File: src/rtl/retire_trace_if.sv
// Trace record channel for retire_trace_tx: valid/ready handshake carrying one
// record per transfer. The producer uses the master modport.
interface retire_trace_if;
  logic        tr_valid;
  logic        tr_ready;
  logic [1:0]  tr_kind;
  logic [15:0] tr_a;
  logic [15:0] tr_b;
  logic [15:0] tr_cycle;

  modport master (
    output tr_valid, tr_kind, tr_a, tr_b, tr_cycle,
    input  tr_ready
  );

  modport slave (
    input  tr_valid, tr_kind, tr_a, tr_b, tr_cycle,
    output tr_ready
  );
endinterface

File: src/rtl/retire_trace_tx.sv
// Retire trace transmitter: turns retire events into REG/LOAD/STORE/HALT records in a FWFT FIFO.
// Optional macro TRACE_CYCLE_STAMP_EN adds a 16-bit cycle stamp to every record.
module retire_trace_tx #(
  parameter int DEPTH = 8
) (
  input  logic          clk,
  input  logic          rst_n,
  input  logic          reg_wrt,
  input  logic [2:0]    wr_reg,
  input  logic [15:0]   wr_data,
  input  logic          mem_rd,
  input  logic          mem_wrt,
  input  logic [15:0]   mem_addr,
  input  logic [15:0]   mem_data_in,
  input  logic [15:0]   mem_data_out,
  input  logic          halt,
  retire_trace_if.master tr,
  output logic [7:0]    drop_cnt,
  output logic          overflow,
  output logic          proto_err,
  output logic          done
);

  localparam int AW = $clog2(DEPTH);
  localparam int PW = AW + 1;
  localparam logic [PW:0] DEPTH_W = (PW + 1)'(DEPTH);

  if (DEPTH < 4 || (DEPTH & (DEPTH - 1)) != 0) begin : g_bad_depth
    $error("retire_trace_tx: DEPTH must be a power of two and at least 4");
  end

  typedef enum logic [1:0] {RUN, DRAIN, DONE} state_t;

  typedef enum logic [1:0] {
    K_REG   = 2'b00,
    K_LOAD  = 2'b01,
    K_STORE = 2'b10,
    K_HALT  = 2'b11
  } kind_t;

  typedef struct packed {
    kind_t       kind;
    logic [15:0] a;
    logic [15:0] b;
`ifdef TRACE_CYCLE_STAMP_EN
    logic [15:0] stamp;
`endif
  } rec_t;

  state_t        state_q, state_d;
  rec_t          mem [DEPTH];
  rec_t          slot [3];
  rec_t          head;
  logic [PW-1:0] wptr_q, rptr_q, count;
  logic [PW:0]   free_slots;
  logic [1:0]    need;
  logic [15:0]   icnt_q, icnt_inc;
  logic          run, empty, pop, push, drop, counts_instr;

`ifdef TRACE_CYCLE_STAMP_EN
  logic [15:0]   cyc_q;

  always_ff @(posedge clk or negedge rst_n) begin
    if (!rst_n) cyc_q <= '0;
    else        cyc_q <= cyc_q + 16'd1;
  end
`endif

  // Occupancy, handshake and this cycle's record set, packed into slots in emit order.
  always_comb begin
    // NOTE: every variable gets a default before any branch so no latch is inferred.
    for (int i = 0; i < 3; i++) slot[i] = '0;
    need         = '0;
    run          = (state_q == RUN);
    count        = wptr_q - rptr_q;
    empty        = (count == '0);
    pop          = !empty && tr.tr_ready;
    free_slots   = DEPTH_W - {1'b0, count} + {{PW{1'b0}}, pop};
    icnt_inc     = icnt_q + 16'd1;
    counts_instr = run && (reg_wrt || mem_wrt || halt);

    if (run) begin
      if (reg_wrt) begin
        slot[need].kind = K_REG;
        slot[need].a    = {13'b0, wr_reg};
        slot[need].b    = wr_data;
        need            = need + 2'd1;
      end
      if (mem_wrt) begin
        slot[need].kind = K_STORE;
        slot[need].a    = mem_addr;
        slot[need].b    = mem_data_in;
        need            = need + 2'd1;
      end else if (mem_rd) begin
        slot[need].kind = K_LOAD;
        slot[need].a    = mem_addr;
        slot[need].b    = mem_data_out;
        need            = need + 2'd1;
      end
      if (halt) begin
        slot[need].kind = K_HALT;
        slot[need].a    = '0;
        slot[need].b    = icnt_inc;
        need            = need + 2'd1;
      end
    end

`ifdef TRACE_CYCLE_STAMP_EN
    for (int i = 0; i < 3; i++) slot[i].stamp = cyc_q;
`endif

    // A cycle's records go in together or not at all.
    push = (need != '0) && ({{(PW - 1){1'b0}}, need} <= free_slots);
    drop = (need != '0) && !push;
  end

  // NOTE: sequential state uses non-blocking assignments so all registers update from pre-edge values.
  always_ff @(posedge clk or negedge rst_n) begin
    if (!rst_n) begin
      wptr_q <= '0;
      rptr_q <= '0;
    end else begin
      if (push) wptr_q <= wptr_q + PW'(need);
      if (pop)  rptr_q <= rptr_q + PW'(1);
    end
  end

  // NOTE: record storage is not reset; the pointers alone define which entries are live.
  always_ff @(posedge clk) begin
    if (push) begin
      for (int i = 0; i < 3; i++) begin
        if (2'(i) < need) mem[wptr_q[AW-1:0] + AW'(i)] <= slot[i];
      end
    end
  end

  always_ff @(posedge clk or negedge rst_n) begin
    if (!rst_n) begin
      icnt_q    <= '0;
      drop_cnt  <= '0;
      overflow  <= 1'b0;
      proto_err <= 1'b0;
    end else begin
      if (counts_instr) icnt_q <= icnt_inc;
      if (drop && drop_cnt != 8'hFF) drop_cnt <= drop_cnt + 8'd1;
      if (drop) overflow <= 1'b1;
      if (run && mem_rd && mem_wrt) proto_err <= 1'b1;
    end
  end

  always_ff @(posedge clk or negedge rst_n) begin
    if (!rst_n) state_q <= RUN;
    else        state_q <= state_d;
  end

  // A halt leaves RUN even when its record was dropped; DONE holds until reset.
  always_comb begin
    state_d = state_q;
    unique case (state_q)
      RUN:     if (halt)  state_d = DRAIN;
      DRAIN:   if (empty) state_d = DONE;
      DONE:    state_d = DONE;
      default: state_d = RUN;
    endcase
  end

  assign done = (state_q == DONE);

  // First-word-fall-through head; fields read as zero while nothing is presented.
  assign head        = mem[rptr_q[AW-1:0]];
  assign tr.tr_valid = !empty;
  assign tr.tr_kind  = empty ? 2'b00 : head.kind;
  assign tr.tr_a     = empty ? 16'h0 : head.a;
  assign tr.tr_b     = empty ? 16'h0 : head.b;
`ifdef TRACE_CYCLE_STAMP_EN
  assign tr.tr_cycle = empty ? 16'h0 : head.stamp;
`else
  assign tr.tr_cycle = 16'h0;
`endif

endmodule

File: src/flat_wrapper.sv
// flat-port wrapper written by rule: the top's interface ports become plain ports
module retire_trace_tx_flat 
#(
  parameter int DEPTH = 8
)
  (clk, rst_n, reg_wrt, wr_reg, wr_data, mem_rd, mem_wrt, mem_addr, mem_data_in, mem_data_out, halt, drop_cnt, overflow, proto_err, done, tr_tr_valid, tr_tr_kind, tr_tr_a, tr_tr_b, tr_tr_cycle, tr_tr_ready);
  retire_trace_if tr_i ();
  input  logic clk;
  input  logic rst_n;
  input  logic reg_wrt;
  input  logic [2:0] wr_reg;
  input  logic [15:0] wr_data;
  input  logic mem_rd;
  input  logic mem_wrt;
  input  logic [15:0] mem_addr;
  input  logic [15:0] mem_data_in;
  input  logic [15:0] mem_data_out;
  input  logic halt;
  output logic [7:0] drop_cnt;
  output logic overflow;
  output logic proto_err;
  output logic done;
  output wire logic [$bits(tr_i.tr_valid)-1:0] tr_tr_valid;
  output wire logic [$bits(tr_i.tr_kind)-1:0] tr_tr_kind;
  output wire logic [$bits(tr_i.tr_a)-1:0] tr_tr_a;
  output wire logic [$bits(tr_i.tr_b)-1:0] tr_tr_b;
  output wire logic [$bits(tr_i.tr_cycle)-1:0] tr_tr_cycle;
  input wire logic [$bits(tr_i.tr_ready)-1:0] tr_tr_ready;
  assign tr_tr_valid = tr_i.tr_valid;
  assign tr_tr_kind = tr_i.tr_kind;
  assign tr_tr_a = tr_i.tr_a;
  assign tr_tr_b = tr_i.tr_b;
  assign tr_tr_cycle = tr_i.tr_cycle;
  assign tr_i.tr_ready = tr_tr_ready;
  retire_trace_tx #(.DEPTH(DEPTH)) u_core (.clk(clk), .rst_n(rst_n), .reg_wrt(reg_wrt), .wr_reg(wr_reg), .wr_data(wr_data), .mem_rd(mem_rd), .mem_wrt(mem_wrt), .mem_addr(mem_addr), .mem_data_in(mem_data_in), .mem_data_out(mem_data_out), .halt(halt), .tr(tr_i), .drop_cnt(drop_cnt), .overflow(overflow), .proto_err(proto_err), .done(done));
endmodule
File: config.mk
export PLATFORM = sky130hd
export DESIGN_NAME = retire_trace_tx_flat
export DESIGN_NICKNAME = d
export VERILOG_FILES = /design/src/rtl/retire_trace_if.sv /design/src/rtl/retire_trace_tx.sv /design/src/flat_wrapper.sv
export SDC_FILE = /design/constraint.sdc
export NUM_CORES = 1
export LEC_CHECK = 0
export BUFFER_PORTS_ARGS = -buffer_cell sky130_fd_sc_hd__buf_2
export CORE_ASPECT_RATIO = 1.75
export CORE_MARGIN = 2
export CORE_UTILIZATION = 56
export CTS_BUF_LIST = sky130_fd_sc_hd__clkbuf_8
export CTS_CLUSTER_DIAMETER = 120
export DETAILED_ROUTE_END_ITERATION = 10
export PLACE_DENSITY = 0.82
export SYNTH_ARGS = -nofsm -noshare
export SYNTH_HDL_FRONTEND = slang
export SYNTH_SLANG_ARGS = --single-unit
File: constraint.sdc
create_clock -name clk -period 6.26 [get_ports clk]
set_clock_uncertainty 0.15 [all_clocks]
set_input_delay 0.626 -clock clk [delete_from_list [all_inputs] [get_ports clk]]
set_output_delay 0.626 -clock clk [all_outputs]
set_load 0.005 [all_outputs]
======== Word-level counts from Yosys, hierarchy flattened ========
Memories as Yosys holds them, arrays and structs flattened.
Cells that the tools add are included.
Widths: inputs -> output; s select.
storage, ports and cells
  register bits after elaboration ......... 36
  latch bits .............................. 0
  bits in writable memories ............... 272
  memory bits (read-only) ................. 0
  input port bits ......................... 74
  output and inout port bits .............. 62
  logic and storage cells ................. 101
  memories ................................ 1
memories
  memory      depth  bits a word  read ports  clocked after Yosys merged registers in  write ports  line                   text
  u_core.mem  8      34           1           0                                        3            retire_trace_tx.sv:51  rec_t mem [DEPTH];
operators by class
  add/sub/neg operators ................... 11
  multiply operators ...................... 0
  divide/modulo/power cells ............... 0
  $lt $le $gt $ge ......................... 8
  equality and inequality tests ........... 5
  shift operators ......................... 0
  muxes and demuxes ....................... 50
  bitwise gates (word level) .............. 2
  reduce and logical (&&, ||, !) cells .... 17
operators with widths
  kind                   number
  $bwmux 102             9
  $mux 102               5
  $demux 34 s2           6
  $mux 34                3
  $mux 16                4
  $mux 32                2
  $mux 19                1
  $mux 2                 9
  $add 16x1->16 const B  1
  $mux 1                 10
  $logic_and 1x1->1      9
  $add 8x1->8 const B    1
  $ne 8x8->1 const B     1
  $ge 3x3->1 const B     2
  $lt 3x1->1 const B     2
  $not 2->3              2
  $pmux 2 s3             1
  $add 5x1->5            1
  $le 2x5->1             1
  $sub 4x4->5 const A    1
  $add 2x1->2 const B    2
  $add 4x1->4 const B    1
  $add 4x2->4            1
  $logic_not 4->1        1
  14 further kinds       17

======== Depth between registers and ports, before layout ========
  depth after elaboration ................. 18
  gate-level depth with buffers ........... 20
  gate-level depth less buffers ........... 17

======== Least setup slack after synthesis ========
OpenSTA, ideal clock, no wires.
  path kind ............................... register to register
  start point ............................. reg u_core.rptr_q[2]
  end point ............................... mem u_core.mem[3][0] (netlist name) (enable)
  setup time .............................. 472 ps
  arrival ................................. 6,273 ps
  required time ........................... 5,638 ps
  path slack .............................. -636 ps
  stages on the path, launching flop included .. 19
  period minus slack after synthesis ...... 6,896 ps
  cells stage by stage .................... dfrtp_1 -> clkbuf_1 -> clkinv_1 -> clkbuf_1 -> ha_1 -> and3b_1 -> nor3_1 -> o211a_1 -> clkbuf_1 -> inv_1 -> nand2_1 -> o21ai_0 -> ha_1 -> nand2_1 -> o21a_1 -> nand3_1 -> o2111ai_1 -> buf_6 -> o21ai_0
RTL lines
  element                   line                    text
  start: declaration        retire_trace_tx.sv:54   logic [PW-1:0] wptr_q, rptr_q, count;
  start signal: assignment  retire_trace_tx.sv:124  if (pop) rptr_q <= rptr_q + PW'(1);
  end: declaration          retire_trace_tx.sv:51

==> flow_metrics.py <==
metrics = {
    "place": {
        "place_ws_ps": 689,
        "dp_hpwl_um": 33700,
        "portBuffers": 119,
        "gp_congestion": 0.934,
    },
    "global_routing": {
        "first_global_vias": 14500,
        "grtUsageTotal": 0.297,
        "grt_max_degree": 42,
        "antenna_found_initial": 1,
        "grt_pass1_wl_um": 83300,
        "globalRouteOverflowTotal": 0,
    },
    "detailed_routing": {
        "initialDrtViolationCount": 1143,
        "via_per_inst": 6.45,
        "drc": 0,
        "firstDrtPassIters": 5,
        "drtAntennaViolNets": 0,
        "wl_um": 54100,
        "routedWlPerCell_um": 24.8,
        "dr_total_vias": 14100,
    },
    "yosys": {
        "async_flop_share": 0.117,
        "synth_top_cells_by_area": "edfxtp_1 (42%), mux2i_1 (21%), mux4_2 (7.9%)",
        "yosys_warnings": 0,
        "synth_edf_count": 272,
        "synthesis.instances": 1639,
        "synth_cell_type_count": 68,
        "ys_seq_area_frac": 0.465,
        "ys_top_cells_by_count": "mux2i_1 (400), edfxtp_1 (272), nor2_1 (171), nand2_1 (119), clkbuf_1 (72)",
        "synth-seq-cells": 308,
        "synth_most_common_cell": "mux2i_1",
        "yosysTopAreaCellShare": 0.419,
        "avgSynthCellArea_um2": 11.9,
        "synth.largest_area_cell": "edfxtp_1",
        "syn_area_um2": 19500,
        "yosys_most_used_dff": "edfxtp_1",
    },
    "timing": {
        "min_period_ps": 5430,
        "slew_violations": 0,
        "fin_ws_ps": 831,
        "worst_slew_pin_slew_ps": 1240,
        "holdWs_ps": -3.86,
        "rsz0062_at_grt": "no",
        "post-route-period-util": 0.867,
        "finalSetupViolCount": 0,
        "max_freq_ghz": 0.184,
        "tns_ps": 0,
        "hold_viol_final": 4,
        "slew_headroom": 0.170,
    },
    "floorplan": {
        "start_util": 0.567,
        "die_w_um": 145,
        "core_area_um2": 34300,
        "io_pins": 136,
        "core.rowCount": 90,
        "die-area_um2": 36400,
        "die_h_um": 251,
    },
    "clock_network": {
        "postCtsHoldBufs": 0,
        "clockBufferDepth": 3,
        "cts_max_level": 2,
        "postCtsSetupBuffers": 0,
        "clkSinkCount": 308,
        "clkSlewWorstSetupHoldPaths_ps": 60,
        "cts_tree": "done",
        "numCtsBuffers": 45,
        "cts_root_buf": "clkbuf_8",
        "ctsResizeCount": 0,
        "clkLatencyLatePin_ps": 610,
    },
    "power": {
        "power_frac_comb": 0.493,
        "power_density_nw_per_um2": 450,
        "peakVddDrop_v": 0.000299,
        "p_leak_nw": 8.86,
        "clockPowerShare": 0.157,
        "switching_share": 0.408,
        "p_sw_mw": 3.87,
        "internal-power_mw": 5.62,
        "p_seq_frac": 0.350,
    },
    "layout": {
        "drive_gt1_frac": 0.195,
        "area_delta_synth_final_pct": 8.19,
        "fin_nets": 1783,
    },
    "run_status": {
        "violations": "negative hold slack",
        "status": "finished, violations left",
    },
    "hold_path": {
        "min_path_type": "input port to asynchronous set/reset pin",
    },
    "setup_path": {
        "worstPathRequired_ps": 6310,
        "critical_path_class": "register to register",
        "cp-end-kind": "register",
        "start_kind": "register",
        "crit_arrival_ps": 5480,
        "cp_max_fo": 34,
    },
    "run": {
        "drv_cap": 0,
    },
}
[worst paths after layout]
kind,from,to,slack (ps),cells after the start
min in group clk,mem_rd,u_core.proto_err$_DFFE_PN0P_,200,2
max reg2reg,u_core.wptr_q[0]$_DFFE_PN0N_,u_core.mem[0][4]$_DFFE_PP_,830,18
max in group asynchronous,rst_n,u_core.rptr_q[0]$_DFFE_PN0P_,5320,1
max,u_core.wptr_q[0]$_DFFE_PN0N_,u_core.mem[0][4]$_DFFE_PP_,830,18
min reg2reg,u_core.overflow$_DFFE_PN0P_,u_core.overflow$_DFFE_PN0P_,320,1
min,rst_n,u_core.drop_cnt[1]$_DFFE_PN0P_,-4,1
[power by group through the flow]
stage / combinational (mW) / clock [mW] / sequential [mW]
after global placement: 4.53 / 0 / 3.32
after CTS: 4.65 / 1.50 / 3.32
after global routing: 5.03 / 1.58 / 3.36
after detailed placement: 4.64 / 0 / 3.36
final: 4.68 / 1.49 / 3.33
after floorplan: 3.21 / 0 / 3.28
[metal layers]
layer | track usage | wire [um] | up-vias
met4 | 0.163 | 2980 | 0
met2 | 0.545 | 28700 | 752
met5 | 0 | 0 | -
li1 | - | - | 6131
met1 | 0.333 | 18800 | 6981
met3 | 0.0392 | 3640 | 206
[state kept, by name (all words and copies together), names as in the netlist]
register	count
u_core.mem	272
u_core.state_q	2
u_core.rptr_q	4
u_core.wptr_q	4
u_core.icnt_q	16
u_core.proto_err	1
u_core.drop_cnt	8
u_core.overflow	1
[stage by stage]
stage,cell area [um^2],power [mW],util,instances
2_1_floorplan,19500,6.49,-,1654
3_5_place_dp,20300,8.00,0.591,2100
4_1_cts,21100,9.47,0.614,2181
6_report,21100,9.49,0.614,2182
5_1_grt,21100,9.97,0.614,2182
3_3_place_gp,20300,7.85,0.591,2100
[layout by cell type, fill, tap and decap left out, drive strengths merged, types with 33 or more instances in the layout]
| cell | count |
|---|---|
| dfrtp | 36 |
| edfxtp | 272 |
| nand2 | 119 |
| buf | 159 |
| nor2 | 175 |
| mux2i | 401 |
| clkbuf | 45 |
| and2 | 33 |
| a21oi | 50 |
| inv | 39 |
| mux4 | 68 |
[cell type report]
type | instances | area [um^2]
antenna | 1 | 2.50
clock buffer | 45 | 619
clock inverter | 36 | 160
fill | 2697 | 13300
inverter | 19 | 71.3
multi-input combinational | 1154 | 9620
sequential | 308 | 9070
tap | 460 | 576
timing repair buffer | 159 | 958
[kinds of logic after synthesis]
| family | count (synthesis) | share of synthesized area |
|---|---|---|
| other cells | 1 | 0.000192 |
| fa+ha+maj | 22 | 0.0149 |
| flops | 308 | 0.465 |
| compound gates | 149 | 0.0518 |
| xor+xnor | 44 | 0.0205 |
| buf+inv | 192 | 0.0467 |
| simple gates | 432 | 0.103 |
| mux | 491 | 0.298 |
[critical path: stages (launching register included)]
cell and delay [ps]:
dfrtp_1 380, clkinv_1 160, ha_1 200, inv_1 70, fa_1 400, xnor2_1 400
and2_1 190, o211a_1 170, inv_1 80, nand2_1 160, o21ai_0 110, ha_1 290
nand2_1 70, o21a_1 190, nand3_1 280, o2111ai_2 650, buf_4 330, nor2_4 60
or2_2 680
No activity file was read; power rests on OpenSTA's default activity.
